===== src/rtl/tbird_lamp_renderer_if.sv =====
// Pattern-update channel between the tbird FSM (pattern source) and the
// lamp renderer.
//   pat_we         : one-cycle strobe, captures pat_left/pat_right into staging
//   pat_left       : left-bank lamp bits, bit 0 = innermost lamp
//   pat_right      : right-bank lamp bits, bit 0 = innermost lamp
//   update_pending : renderer holds a staged pattern not yet shown
// Modports: master = pattern source, slave = renderer.
interface tbird_lamp_renderer_if #(
  parameter int LAMPS = 5
);
  logic             pat_we;
  logic [LAMPS-1:0] pat_left;
  logic [LAMPS-1:0] pat_right;
  logic             update_pending;

  modport master (
    output pat_we,
    output pat_left,
    output pat_right,
    input  update_pending
  );

  modport slave (
    input  pat_we,
    input  pat_left,
    input  pat_right,
    output update_pending
  );
endinterface


===== src/rtl/tbird_lamp_renderer.sv =====
// tbird_lamp_renderer
// Renders a left and a right bank of lamp rectangles into 8-bit RGB for the
// VGA output. Lamp patterns are double-buffered: a written pattern sits in
// staging and is copied to the displayed (active) pattern only at the start
// of vertical blank, so a frame never tears.
// Latency from bright/h_count/v_count to RGB is 2 clocks.
//
// Ports:
//   clk        : pixel clock
//   reset      : asynchronous, active-high reset
//   bright     : active-video flag aligned with h_count/v_count
//   h_count    : pixel column
//   v_count    : pixel row
//   pat        : pattern-update channel (slave modport)
//   red_out    : pixel red
//   green_out  : pixel green
//   blue_out   : pixel blue
//
// Optional feature macro: LAMP_OUTLINE_EN
//   When defined, the 1-pixel perimeter of each unlit lamp is drawn grey
//   (8'h40 on all channels). When undefined, unlit lamps are fully black.
module tbird_lamp_renderer #(
  parameter int          COUNTER_BITS = 10,
  parameter int          LAMPS        = 5,
  parameter int          LAMP_W       = 50,
  parameter int          LAMP_H       = 80,
  parameter int          LEFT_X_IN    = 300,
  parameter int          RIGHT_X_IN   = 340,
  parameter int          TOP_Y        = 200,
  parameter int          V_ACTIVE     = 480,
  parameter logic [23:0] LAMP_RGB     = 24'hFF0000
) (
  input  logic                    clk,
  input  logic                    reset,
  input  logic                    bright,
  input  logic [COUNTER_BITS-1:0] h_count,
  input  logic [COUNTER_BITS-1:0] v_count,
  tbird_lamp_renderer_if.slave    pat,
  output logic [7:0]              red_out,
  output logic [7:0]              green_out,
  output logic [7:0]              blue_out
);

  // Two extra bits: one for sign, one for headroom, so a left-bank bound
  // that would go negative compares as negative instead of wrapping.
  localparam int XW = COUNTER_BITS + 2;

  localparam logic signed [XW-1:0] V_TOP  = XW'(TOP_Y);
  localparam logic signed [XW-1:0] V_END  = XW'(TOP_Y + LAMP_H);
  localparam logic signed [XW-1:0] V_LAST = XW'(TOP_Y + LAMP_H - 1);

  // Pattern vectors are {left, right}: left bank in the upper LAMPS bits.
  logic [2*LAMPS-1:0] staging_reg;
  logic [2*LAMPS-1:0] active_reg;
  logic               update_pending_reg;
  logic [2*LAMPS-1:0] pat_in;
  logic               vblank_start;

  assign pat_in       = {pat.pat_left, pat.pat_right};
  assign vblank_start = (v_count == COUNTER_BITS'(V_ACTIVE)) && (h_count == '0);

  always_ff @(posedge clk or posedge reset) begin
    if (reset) begin
      staging_reg        <= '0;
      active_reg         <= '0;
      update_pending_reg <= 1'b0;
    end else begin
      if (pat.pat_we) begin
        staging_reg <= pat_in;
      end
      if (pat.pat_we && vblank_start) begin
        // Write coinciding with vblank start goes straight to display.
        active_reg         <= pat_in;
        update_pending_reg <= 1'b0;
      end else if (pat.pat_we) begin
        update_pending_reg <= 1'b1;
      end else if (vblank_start && update_pending_reg) begin
        active_reg         <= staging_reg;
        update_pending_reg <= 1'b0;
      end
    end
  end

  assign pat.update_pending = update_pending_reg;

  // ---------------------------------------------------------------------
  // Stage 1: per-lamp hit detection
  // ---------------------------------------------------------------------
  logic signed [XW-1:0] h_ext;
  logic signed [XW-1:0] v_ext;
  logic                 v_hit;
  logic [2*LAMPS-1:0]   hit_next;
  logic [2*LAMPS-1:0]   edge_next;

  assign h_ext = $signed({2'b00, h_count});
  assign v_ext = $signed({2'b00, v_count});
  assign v_hit = (v_ext >= V_TOP) && (v_ext < V_END);

  generate
    for (genvar gi = 0; gi < LAMPS; gi++) begin : g_lamp
      // Left lamp gi grows outward (toward x = 0) from LEFT_X_IN.
      localparam logic signed [XW-1:0] L_LO   = XW'(LEFT_X_IN - (gi + 1) * LAMP_W);
      localparam logic signed [XW-1:0] L_HI   = XW'(LEFT_X_IN - gi * LAMP_W);
      localparam logic signed [XW-1:0] L_LAST = XW'(LEFT_X_IN - gi * LAMP_W - 1);
      // Right lamp gi grows outward (toward larger x) from RIGHT_X_IN.
      localparam logic signed [XW-1:0] R_LO   = XW'(RIGHT_X_IN + gi * LAMP_W);
      localparam logic signed [XW-1:0] R_HI   = XW'(RIGHT_X_IN + (gi + 1) * LAMP_W);
      localparam logic signed [XW-1:0] R_LAST = XW'(RIGHT_X_IN + (gi + 1) * LAMP_W - 1);

      logic left_hit;
      logic right_hit;
      logic v_edge;

      assign left_hit  = v_hit && (h_ext >= L_LO) && (h_ext < L_HI);
      assign right_hit = v_hit && (h_ext >= R_LO) && (h_ext < R_HI);
      assign v_edge    = (v_ext == V_TOP) || (v_ext == V_LAST);

      assign hit_next[LAMPS + gi] = left_hit;
      assign hit_next[gi]         = right_hit;

      assign edge_next[LAMPS + gi] = left_hit  && (v_edge || (h_ext == L_LO) || (h_ext == L_LAST));
      assign edge_next[gi]         = right_hit && (v_edge || (h_ext == R_LO) || (h_ext == R_LAST));
    end
  endgenerate

  logic               s1_bright_reg;
  logic [2*LAMPS-1:0] s1_lit_reg;

  always_ff @(posedge clk or posedge reset) begin
    if (reset) begin
      s1_bright_reg <= 1'b0;
      s1_lit_reg    <= '0;
    end else begin
      s1_bright_reg <= bright;
      s1_lit_reg    <= hit_next & active_reg;
    end
  end

`ifdef LAMP_OUTLINE_EN
  // Perimeter pixels of lamps that are currently unlit.
  logic [2*LAMPS-1:0] s1_outline_reg;

  always_ff @(posedge clk or posedge reset) begin
    if (reset) begin
      s1_outline_reg <= '0;
    end else begin
      s1_outline_reg <= edge_next & ~active_reg;
    end
  end
`else
  logic unused_edge;
  assign unused_edge = ^edge_next;
`endif

  // ---------------------------------------------------------------------
  // Stage 2: colour selection
  // ---------------------------------------------------------------------
  logic [23:0] rgb_next;
  logic [23:0] rgb_reg;

  always_comb begin
    rgb_next = 24'h000000;
    if (s1_bright_reg) begin
      if (|s1_lit_reg) begin
        rgb_next = LAMP_RGB;
      end
`ifdef LAMP_OUTLINE_EN
      else if (|s1_outline_reg) begin
        rgb_next = 24'h404040;
      end
`endif
    end
  end

  always_ff @(posedge clk or posedge reset) begin
    if (reset) begin
      rgb_reg <= 24'h000000;
    end else begin
      rgb_reg <= rgb_next;
    end
  end

  assign red_out   = rgb_reg[23:16];
  assign green_out = rgb_reg[15:8];
  assign blue_out  = rgb_reg[7:0];

endmodule


===== src/flat_wrapper.sv =====
// flat-port wrapper written by rule: the top's interface ports become plain ports
module tbird_lamp_renderer_flat 
#(
  parameter int          COUNTER_BITS = 10,
  parameter int          LAMPS        = 5,
  parameter int          LAMP_W       = 50,
  parameter int          LAMP_H       = 80,
  parameter int          LEFT_X_IN    = 300,
  parameter int          RIGHT_X_IN   = 340,
  parameter int          TOP_Y        = 200,
  parameter int          V_ACTIVE     = 480,
  parameter logic [23:0] LAMP_RGB     = 24'hFF0000
)
  (clk, reset, bright, h_count, v_count, red_out, green_out, blue_out, pat_pat_we, pat_pat_left, pat_pat_right, pat_update_pending);
  tbird_lamp_renderer_if #(.LAMPS(LAMPS)) pat_i ();
  input  logic clk;
  input  logic reset;
  input  logic bright;
  input  logic [COUNTER_BITS-1:0] h_count;
  input  logic [COUNTER_BITS-1:0] v_count;
  output logic [7:0] red_out;
  output logic [7:0] green_out;
  output logic [7:0] blue_out;
  input wire logic [$bits(pat_i.pat_we)-1:0] pat_pat_we;
  input wire logic [$bits(pat_i.pat_left)-1:0] pat_pat_left;
  input wire logic [$bits(pat_i.pat_right)-1:0] pat_pat_right;
  output wire logic [$bits(pat_i.update_pending)-1:0] pat_update_pending;
  assign pat_i.pat_we = pat_pat_we;
  assign pat_i.pat_left = pat_pat_left;
  assign pat_i.pat_right = pat_pat_right;
  assign pat_update_pending = pat_i.update_pending;
  tbird_lamp_renderer #(.COUNTER_BITS(COUNTER_BITS), .LAMPS(LAMPS), .LAMP_W(LAMP_W), .LAMP_H(LAMP_H), .LEFT_X_IN(LEFT_X_IN), .RIGHT_X_IN(RIGHT_X_IN), .TOP_Y(TOP_Y), .V_ACTIVE(V_ACTIVE), .LAMP_RGB(LAMP_RGB)) u_core (.clk(clk), .reset(reset), .bright(bright), .h_count(h_count), .v_count(v_count), .pat(pat_i), .red_out(red_out), .green_out(green_out), .blue_out(blue_out));
endmodule

===== config.mk =====
export PLATFORM = sky130hd
export DESIGN_NAME = tbird_lamp_renderer_flat
export DESIGN_NICKNAME = d
export VERILOG_FILES = /design/src/rtl/tbird_lamp_renderer_if.sv /design/src/rtl/tbird_lamp_renderer.sv /design/src/flat_wrapper.sv
export SDC_FILE = /design/constraint.sdc
export NUM_CORES = 1
export LEC_CHECK = 0
export CELL_PAD_IN_SITES_DETAIL_PLACEMENT = 2
export CELL_PAD_IN_SITES_GLOBAL_PLACEMENT = 2
export CORE_UTILIZATION = 28
export DETAILED_ROUTE_END_ITERATION = 16
export PLACE_DENSITY_LB_ADDON = 0.1
export SYNTH_ARGS = -nofsm -noshare
export SYNTH_HDL_FRONTEND = slang
export SYNTH_SLANG_ARGS = --single-unit

===== constraint.sdc =====
create_clock -name clk -period 1.52 [get_ports clk]
set_input_delay 0.304 -clock clk [delete_from_list [all_inputs] [get_ports clk]]
set_output_delay 0.304 -clock clk [all_outputs]
set_load 0.02 [all_outputs]

==> results of run 1 <==
## worst paths after layout
path	startpoint	endpoint	slack (ns)
max	h_count[6]	u_core.active_reg[1]	0.03
min	h_count[8]	u_core.s1_lit_reg[5]	0.36
max reg2reg	u_core.pat.update_pending	u_core.active_reg[1]	0.15
min reg2reg	u_core.s1_bright_reg	u_core.rgb_reg[22]	0.50
max in group asynchronous	reset	u_core.pat.update_pending	0.98
min in group asynchronous	reset	u_core.staging_reg[7]	0.37
## power groups by stage
stage,Sequential (mW),Clock [mW],Combinational (mW)
after floorplan,0.926,0,0.192
after global placement,0.928,0,0.327
after detailed placement,0.931,0,0.342
after CTS,0.913,0.686,0.336
after global routing,0.915,0.726,0.371
final,0.912,0.659,0.341
## per-stage QoR
stage | instances | area, µm²
floorplan | 175 | 1870
global placement | 288 | 2390
detailed placement | 288 | 2390
CTS | 301 | 2510
global route | 301 | 2540
finish | 301 | 2540
## Yosys cell counts, types with 2 or more instances
cell type / n
a31oi_1: 4
o21ai_0: 5
buf_6: 2
and2b_1: 2
nand3_1: 3
mux2_2: 10
nor3_1: 9
nand2_1: 11
mux2_4: 10
dfrtp_1: 33
clkbuf_1: 3
inv_1: 3
nor4_1: 5
nor2_1: 7
a2111oi_0: 2
nor4bb_1: 2
buf_4: 23
buf_2: 3
## what timing repair did
action	CTS	global route
pin swaps	8	6
gates resized for setup	51	9
endpoints found under the setup margin	29	10
setup buffers	4	0
gates cloned	1	0
## logic make-up (layout without fill, tap and decap cells)
logic type | count (synthesis) | after routing | synth area share, %
and+or+nand+nor | 50 | 51 | 17.5
other | 1 | 16 | 0.207
DFF | 33 | 33 | 45.6
AOI/OAI and AO/OA | 22 | 22 | 9.32
buffers and inverters | 34 | 84 | 12.8
muxes | 20 | 20 | 14.5
## area by class of cell
class	count	area (µm²)	area share (%)
Multi-Input combinational cell	109	892	35.1
Sequential cell	33	826	32.5
Timing Repair Buffer	73	633	24.9
Tap cell	75	93.8	3.69
Clock buffer	5	68.8	2.71
Clock inverter	3	17.5	0.689
Inverter	3	11.3	0.443
## metal layers
layer | vias to the layer above | share of wire (%) | global-route usage (%)
li1 | 666 | - | -
met1 | 712 | 40 | 18.8
met5 | - | 0 | 0
met2 | 44 | 54 | 29.8
met3 | 7 | 4.6 | 3.74
met4 | 0 | 1.4 | 5.26
## worst register-to-register path: stages, from the launching register on
cell and delay [ns]:
dfrtp_1 0.43, o2111ai_4 0.20, nor2_4 0.30, mux2_4 0.33
==> metrics.csv, run 1 <==
stage;metric;value;unit
status;outcome;finished, final reports clean;
pwr;leakagePower;1.19;nW
min_path;hold_class;in -> reg;
timing;hold_violations;0;
setup_path;path_class;in -> reg;
pwr;p_clk_share;34.5;%
setup_path;cp.buffers_inverters;1;
setup_path;reg2regPathDepth;3;
synthesis;synth_area;1810;µm²
die;io_pins;59;
die;coreArea;6100;µm²
timing;worst_hold_slack;0.363;ns
detailed_routing;drcViolationCount;0;
timing;setup_viol_count_final;0;
die;dieArea;6800;µm²
pwr;peakVddDrop;0.333;mV
clocking;numClockSinks;33;
setup_path;critPathTopFamily;simple AND/OR/NAND/NOR gates;
global_routing;first_global_vias;1588;
synthesis;ys_ff_latch;33;
clocking;clk_pin_slew;0.07;ns
timing;setup_tns;0;ns
synthesis;yosysWarnings;0;
detailed_routing;ant_nets;0;
timing;rsz0062_at_grt;no;
placed_design;portBuffers;42;
timing;skew;0.00606;ns
pwr;pwr-share-comb;17.8;%
global_routing;antenna_found_initial;0;
finish;final_common_cell;dfrtp_1;
pwr;design_power_total;1.91;mW
setup_path;cp_slowest_cell;nor4_4;
finish;nNetsFinal;259;
setup_path;worstSetupStartpointType;input pin;
setup_path;cp_data_arrival_time;1.67;ns
setup_path;crit_chain;buf_2 > nor4_4 > o2111ai_4 > nor2_4 > mux2_4;
clocking;cts_tree;built;
pwr;swShare;27.8;%
finish;n_antenna_cell;0;
finish;layout_common_cells;dfrtp_1, buf_4, dlygate4sd2_1;
die;initial_utilization;29.7;%
setup_path;max_stage_delay;0.35;ns
setup_path;cp-end-kind;flop;
finish;fill_cells;653;
die;die_width;82.4;µm
synthesis;synth.top_cell.area_share;45.6;%
detailed_routing;wire_per_inst;16.7;µm
setup_path;crit_fanout;5;
clocking;cts_max_level;2;
timing;min_period_over_period;98.2;%
synthesis;synthCells;160;
timing;fmax;670;MHz
synthesis;synth_area_per_cell;11.3;µm²
flow_run;cap_violations;0;
synthesis;synthFlopType;dfrtp_1;
detailed_routing;drt_iter0_drc;42;
synthesis;synth-edff-count;0;
min_path;holdPathStages;3;
global_routing;gr-total-overflow;0;
detailed_routing;routed_wl;5030;µm
synthesis;ys_seq_area_share;45.6;%
placed_design;gp_congestion;0.825;
detailed_routing;num_vias;1429;
die;placementRows;28;
synthesis;ys_types;41;
setup_path;required;1.70;ns
setup_path;path_depth;5;
clocking;numCtsBuffers;5;
global_routing;grt_start_max_net_pins;34;
synthesis;synth_top_area_cell;dfrtp_1;
clocking;clock_latency;0.29;ns
synthesis;synth_area_leaders;dfrtp_1, buf_4, mux2_4, mux2_2, nor3_1;
timing;layout_setup_ws;0.0270;ns
finish;drive_above_1_share;35.0;%
synthesis;async_flop_share;100;%
detailed_routing;via_per_inst;4.75;
placed_design;detailed_place_hpwl;3880;µm
finish;synthToLayoutAreaGrowth;40.3;%
timing;slew_violations;0;
clocking;cts.path.max_buffers;2;
pwr;powerDensity;752;nW/µm²
detailed_routing;firstDrtPassIters;4;
clocking;clockRootBuffer;clkbuf_8;
pwr;p_sw;531;µW
pwr;pwr-share-seq;47.7;%
global_routing;track_usage;16.4;%
placed_design;post-place-ws;-0.735;ns
clocking;hold_buffers;0;
pwr;p_int;1.38;mW
finish;final_util;41.7;%
timing;post-route-min-period;1.49;ns
global_routing;grt_first_pass_wirelength;7930;µm
die;die_h;82.4;µm
Note: power is estimated with default switching activity, not from simulation.
==> inputs of run 2 (changes only) <==
- clock period: 1.52 -> 1.4 ns (I/O delays scaled with it)
==> metrics.csv, run 2 (same netlist as run 1, synthesis figures left out) <==
stage;metric;value;unit
status;outcome;complete, but fails checks;
status;failed_checks;negative setup slack;
global_routing;grt_first_pass_wirelength;7860;µm
die;die_width;82.4;µm
setup_path;critPathTopFamily;simple AND/OR/NAND/NOR gates;
detailed_routing;drt_iter0_drc;48;
die;dieArea;6800;µm²
pwr;p_sw;589;µW
placed_design;detailed_place_hpwl;3880;µm
placed_design;post-place-ws;-0.831;ns
min_path;hold_end;u_core.s1_lit_reg[5];
setup_path;cp_slowest_cell;mux2_4;
finish;drive_above_1_share;43.0;%
finish;final_area;2600;µm²
die;io_pins;59;
setup_path;rr_startpoint;u_core.pat.update_pending;
setup_path;cp.buffers_inverters;1;
clocking;clk_pin_slew;0.07;ns
finish;regArea;827;µm²
pwr;powerDensity;807;nW/µm²
clocking;cts_tree;built;
detailed_routing;drcViolationCount;0;
setup_path;reg2regPathDepth;3;
pwr;pwr-share-comb;18.7;%
detailed_routing;routed_wl;5270;µm
pwr;p_clk_share;34.2;%
setup_path;cp_data_arrival_time;1.61;ns
timing;fmax;698;MHz
detailed_routing;wire_per_inst;17.4;µm
pwr;swShare;28.1;%
timing;layout_setup_ws;-0.0334;ns
placed_design;place_area;2390;µm²
placed_design;gp_congestion;0.825;
die;initial_utilization;29.7;%
global_routing;first_global_vias;1581;
clocking;clock_latency;0.29;ns
timing;hold_violations;0;
detailed_routing;firstDrtPassIters;4;
setup_path;crit_chain;dlygate4sd2_1 > and4bb_2 > nand4_4 > nor2_4 > mux2_4;
flow_run;cap_violations;0;
finish;multi_input_area;945;µm²
min_path;holdPathStages;3;
global_routing;gr-total-overflow;0;
die;die_h;82.4;µm
timing;skew;0.00722;ns
clocking;clockRootBuffer;clkbuf_8;
finish;final_common_cell;dfrtp_1;
setup_path;reg2reg_slack;0.06;ns
finish;n_antenna_cell;0;
pwr;design_power_total;2.10;mW
timing;min_period_over_period;102;%
setup_path;path_class;in -> reg;
global_routing;grt_start_max_net_pins;34;
pwr;pwr-share-seq;47.2;%
global_routing;track_usage;16.3;%
finish;synthToLayoutAreaGrowth;43.6;%
setup_path;crit_fanout;5;
clocking;cts_max_level;2;
finish;layout_common_cells;dfrtp_1, buf_4, conb_1;
timing;post-route-min-period;1.43;ns
clocking;numClockSinks;33;
detailed_routing;via_per_inst;4.76;
detailed_routing;ant_nets;0;
finish;fill_cells;640;
finish;nNetsFinal;261;
global_routing;antenna_found_initial;0;
timing;slew_violations;0;
setup_path;worstSetupStartpointType;input pin;
setup_path;reg2reg_to;u_core.active_reg[5];
die;placementRows;28;
placed_design;portBuffers;42;
min_path;hold_class;in -> reg;
die;coreArea;6100;µm²
pwr;leakagePower;1.19;nW
timing;setup_viol_count_final;5;
setup_path;cp-startpoint;v_count[6];
setup_path;cp-end-kind;flop;
setup_path;required;1.58;ns
pwr;p_int;1.51;mW
pwr;peakVddDrop;0.362;mV
clocking;cts.path.max_buffers;2;
detailed_routing;num_vias;1442;
timing;rsz0062_at_grt;yes;
min_path;min_from;h_count[8];
setup_path;max_stage_delay;0.32;ns
clocking;hold_buffers;0;
clocking;numCtsBuffers;5;
[run 2: worst min-delay path, stage by stage]
cell	delay, ns
buf_8	0.08
buf_4	0.15
a2111oi_2	0.07
[run 2: power groups by stage]
stage               combinational, mW  sequential (mW)  clock [mW]
CTS                             0.374            0.992       0.745
global route                    0.424            0.993       0.787
floorplan                       0.209             1.01           0
finish                          0.392            0.991       0.717
detailed placement              0.371             1.01           0
global placement                0.355             1.01           0
[run 2: area by class of cell]
class                      instances  share of cell area [%]
clock buffer                       5                    2.65
tap                               75                    3.61
timing repair buffer              75                    24.5
clock inverter                     3                   0.673
sequential                        33                    31.8
inverter                           3                   0.433
multi-input combinational        109                    36.3
[run 2: per-stage QoR]
stage	hold WS, ns	cells	util (%)	TNS [ns]
after floorplan	0.311	175	-	-1.34
after detailed placement	0.491	288	39.2	-14.63
after global routing	0.326	303	42.7	-0.439
final	0.331	303	42.7	-0.149
after CTS	0.322	301	41.6	-0.132
after global placement	0.474	288	39.2	-12.81
[run 2: how the worst max path moves through the flow]
stage	end	depth (start not counted)
floorplan	u_core.active_reg[0]	5
detailed placement	u_core.s1_lit_reg[4]	8
global route	u_core.active_reg[1]	5
global placement	u_core.s1_lit_reg[4]	8
CTS	u_core.active_reg[1]	5
finish	u_core.active_reg[5]	5
[run 2: metal layers]
metal	global-route usage [%]	vias up	part of all wire (%)
li1	-	667	-
met1	18.7	724	40
met2	29.6	44	54
met3	3.74	7	4.6
met4	5.26	0	1.4
met5	0	-	0
[run 2: repair_timing]
| action | 4_1_cts | 5_1_grt |
|---|---|---|
| cloned | 1 | 0 |
| hold endpoints to repair | 0 | 0 |
| buffers inserted | 4 | 2 |
| pin swaps | 11 | 4 |
| setup endpoints to repair | 30 | 25 |
| gates resized for setup | 70 | 27 |
==> inputs of run 3 (changes only) <==
- CTS_CLUSTER_DIAMETER: not set -> 200
- clock period: 1.4 -> 1.42 ns (I/O delays scaled with it)
==> metrics.csv, run 3 (same netlist as run 1, synthesis figures left out) <==
stage;metric;value;unit
setup_path;cp-end-kind;flop;
global_routing;grt_first_pass_wirelength;7860;µm
finish;final_area;2560;µm²
timing;rsz0062_at_grt;yes;
timing;slew_violations;0;
detailed_routing;drt_iter0_drc;44;
die;initial_utilization;29.7;%
detailed_routing;ant_nets;0;
die;die_width;82.4;µm
placed_design;gp_congestion;0.825;
die;coreArea;6100;µm²
setup_path;worstSetupStartpointType;input pin;
finish;fill_cells;646;
placed_design;post-place-ws;-0.815;ns
status;failed_checks;negative setup slack;
detailed_routing;drcViolationCount;0;
pwr;powerDensity;803;nW/µm²
placed_design;portBuffers;42;
min_path;min_from;h_count[8];
clocking;hold_buffers;0;
finish;final_common_cell;dfrtp_1;
min_path;hold_class;in -> reg;
clocking;clk_pin_slew;0.07;ns
die;dieArea;6800;µm²
die;io_pins;59;
clocking;cts_max_level;2;
flow_run;cap_violations;0;
placed_design;detailed_place_hpwl;3880;µm
clocking;clock_latency;0.29;ns
detailed_routing;via_per_inst;4.73;
setup_path;cp_data_arrival_time;1.61;ns
finish;regArea;827;µm²
finish;layout_common_cells;dfrtp_1, buf_4, conb_1;
timing;layout_setup_ws;-0.0127;ns
setup_path;cp-startpoint;h_count[8];
finish;nNetsFinal;260;
clocking;numClockSinks;33;
global_routing;antenna_found_initial;0;
timing;setup_viol_count_final;5;
clocking;numCtsBuffers;5;
timing;min_period_over_period;101;%
global_routing;gr-total-overflow;0;
setup_path;crit_fanout;5;
timing;skew;0.00734;ns
global_routing;track_usage;16.3;%
die;die_h;82.4;µm
pwr;leakagePower;1.17;nW
timing;setup_tns;-0.0473;ns
setup_path;rr_startpoint;u_core.pat.update_pending;
pwr;peakVddDrop;0.356;mV
detailed_routing;wire_per_inst;16.8;µm
timing;post-route-min-period;1.43;ns
finish;synthToLayoutAreaGrowth;41.3;%
clocking;cts.path.max_buffers;2;
finish;n_antenna_cell;0;
timing;worst_hold_slack;0.335;ns
timing;fmax;698;MHz
setup_path;path_class;in -> reg;
global_routing;grt_start_max_net_pins;34;
finish;drive_above_1_share;41.0;%
global_routing;first_global_vias;1581;
clocking;clockRootBuffer;clkbuf_8;
die;placementRows;28;
placed_design;place_area;2390;µm²
detailed_routing;num_vias;1429;
finish;multi_input_area;912;µm²
detailed_routing;routed_wl;5080;µm
status;outcome;complete, but fails checks;
detailed_routing;firstDrtPassIters;4;
clocking;cts_tree;built;
setup_path;reg2reg_slack;0.08;ns
setup_path;reg2regPathDepth;3;
timing;hold_violations;0;
setup_path;crit_end;u_core.active_reg[1];
setup_path;reg2reg_to;u_core.active_reg[1];
setup_path;required;1.60;ns
finish;final_util;42.0;%
-- run 3: cell types whose count changed in the layout (fill, tap and decap cells not counted), sizes merged --
| cell | change |
|---|---|
| buf | -1 |
| clkdlybuf4s15 | -1 |
| dlygate4sd2 | +1 |
-- run 3: repair_timing --
action / 4_1_cts / 5_1_grt
hold endpoints to repair: 0 / 0
cloned: 1 / 0
gates resized for setup: 69 / 22
setup endpoints to repair: 29 / 21
setup buffers: 4 / 1
pin swaps: 9 / 4
-- run 3: layout make-up --
class	instances	share of cell area [%]
clock buffer	5	2.69
clock inverter	3	0.684
inverter	3	0.440
multi-input combinational	109	35.6
sequential	33	32.3
tap	75	3.67
timing repair buffer	74	24.6
-- run 3: metrics by stage --
stage | power, mW | cells
after floorplan | 1.20 | 175
after global placement | 1.34 | 288
after detailed placement | 1.36 | 288
after CTS | 2.08 | 301
after global routing | 2.16 | 302
final | 2.06 | 302
-- run 3: worst min-delay path by stage --
| stage | depth (start not counted) | slack, ns | endpoint |
|---|---|---|---|
| after floorplan | 0 | 0.32 | u_core.s1_bright_reg |
| after global placement | 2 | 0.47 | u_core.rgb_reg[22] |
| after detailed placement | 1 | 0.49 | u_core.staging_reg[1] |
| after CTS | 3 | 0.33 | u_core.s1_lit_reg[5] |
| after global routing | 3 | 0.33 | u_core.s1_lit_reg[5] |
| final | 3 | 0.33 | u_core.s1_lit_reg[5] |
-- run 3: report_power, final --
part	switching (mW)	internal (mW)	leakage, nW
logic	0.197	0.179	0.697
clock network	0.366	0.338	0.0439
registers	0.00781	0.969	0.429
total	0.570	1.49	1.17
-- run 3: worst max-delay path: stages --
cell       delay [ns]
buf_8            0.10
nor4_4           0.37
o2111ai_4        0.25
nor2_4           0.28
mux2_4           0.33
-- run 3: layer usage --
metal	share of wire (%)	vias up	global-route usage, %	wire [µm]
li1	-	667	-	-
met2	53	44	29.6	2710
met1	40	711	18.7	2050
met3	4.8	7	3.74	244
met4	1.4	0	5.26	72
met5	0	-	0	0
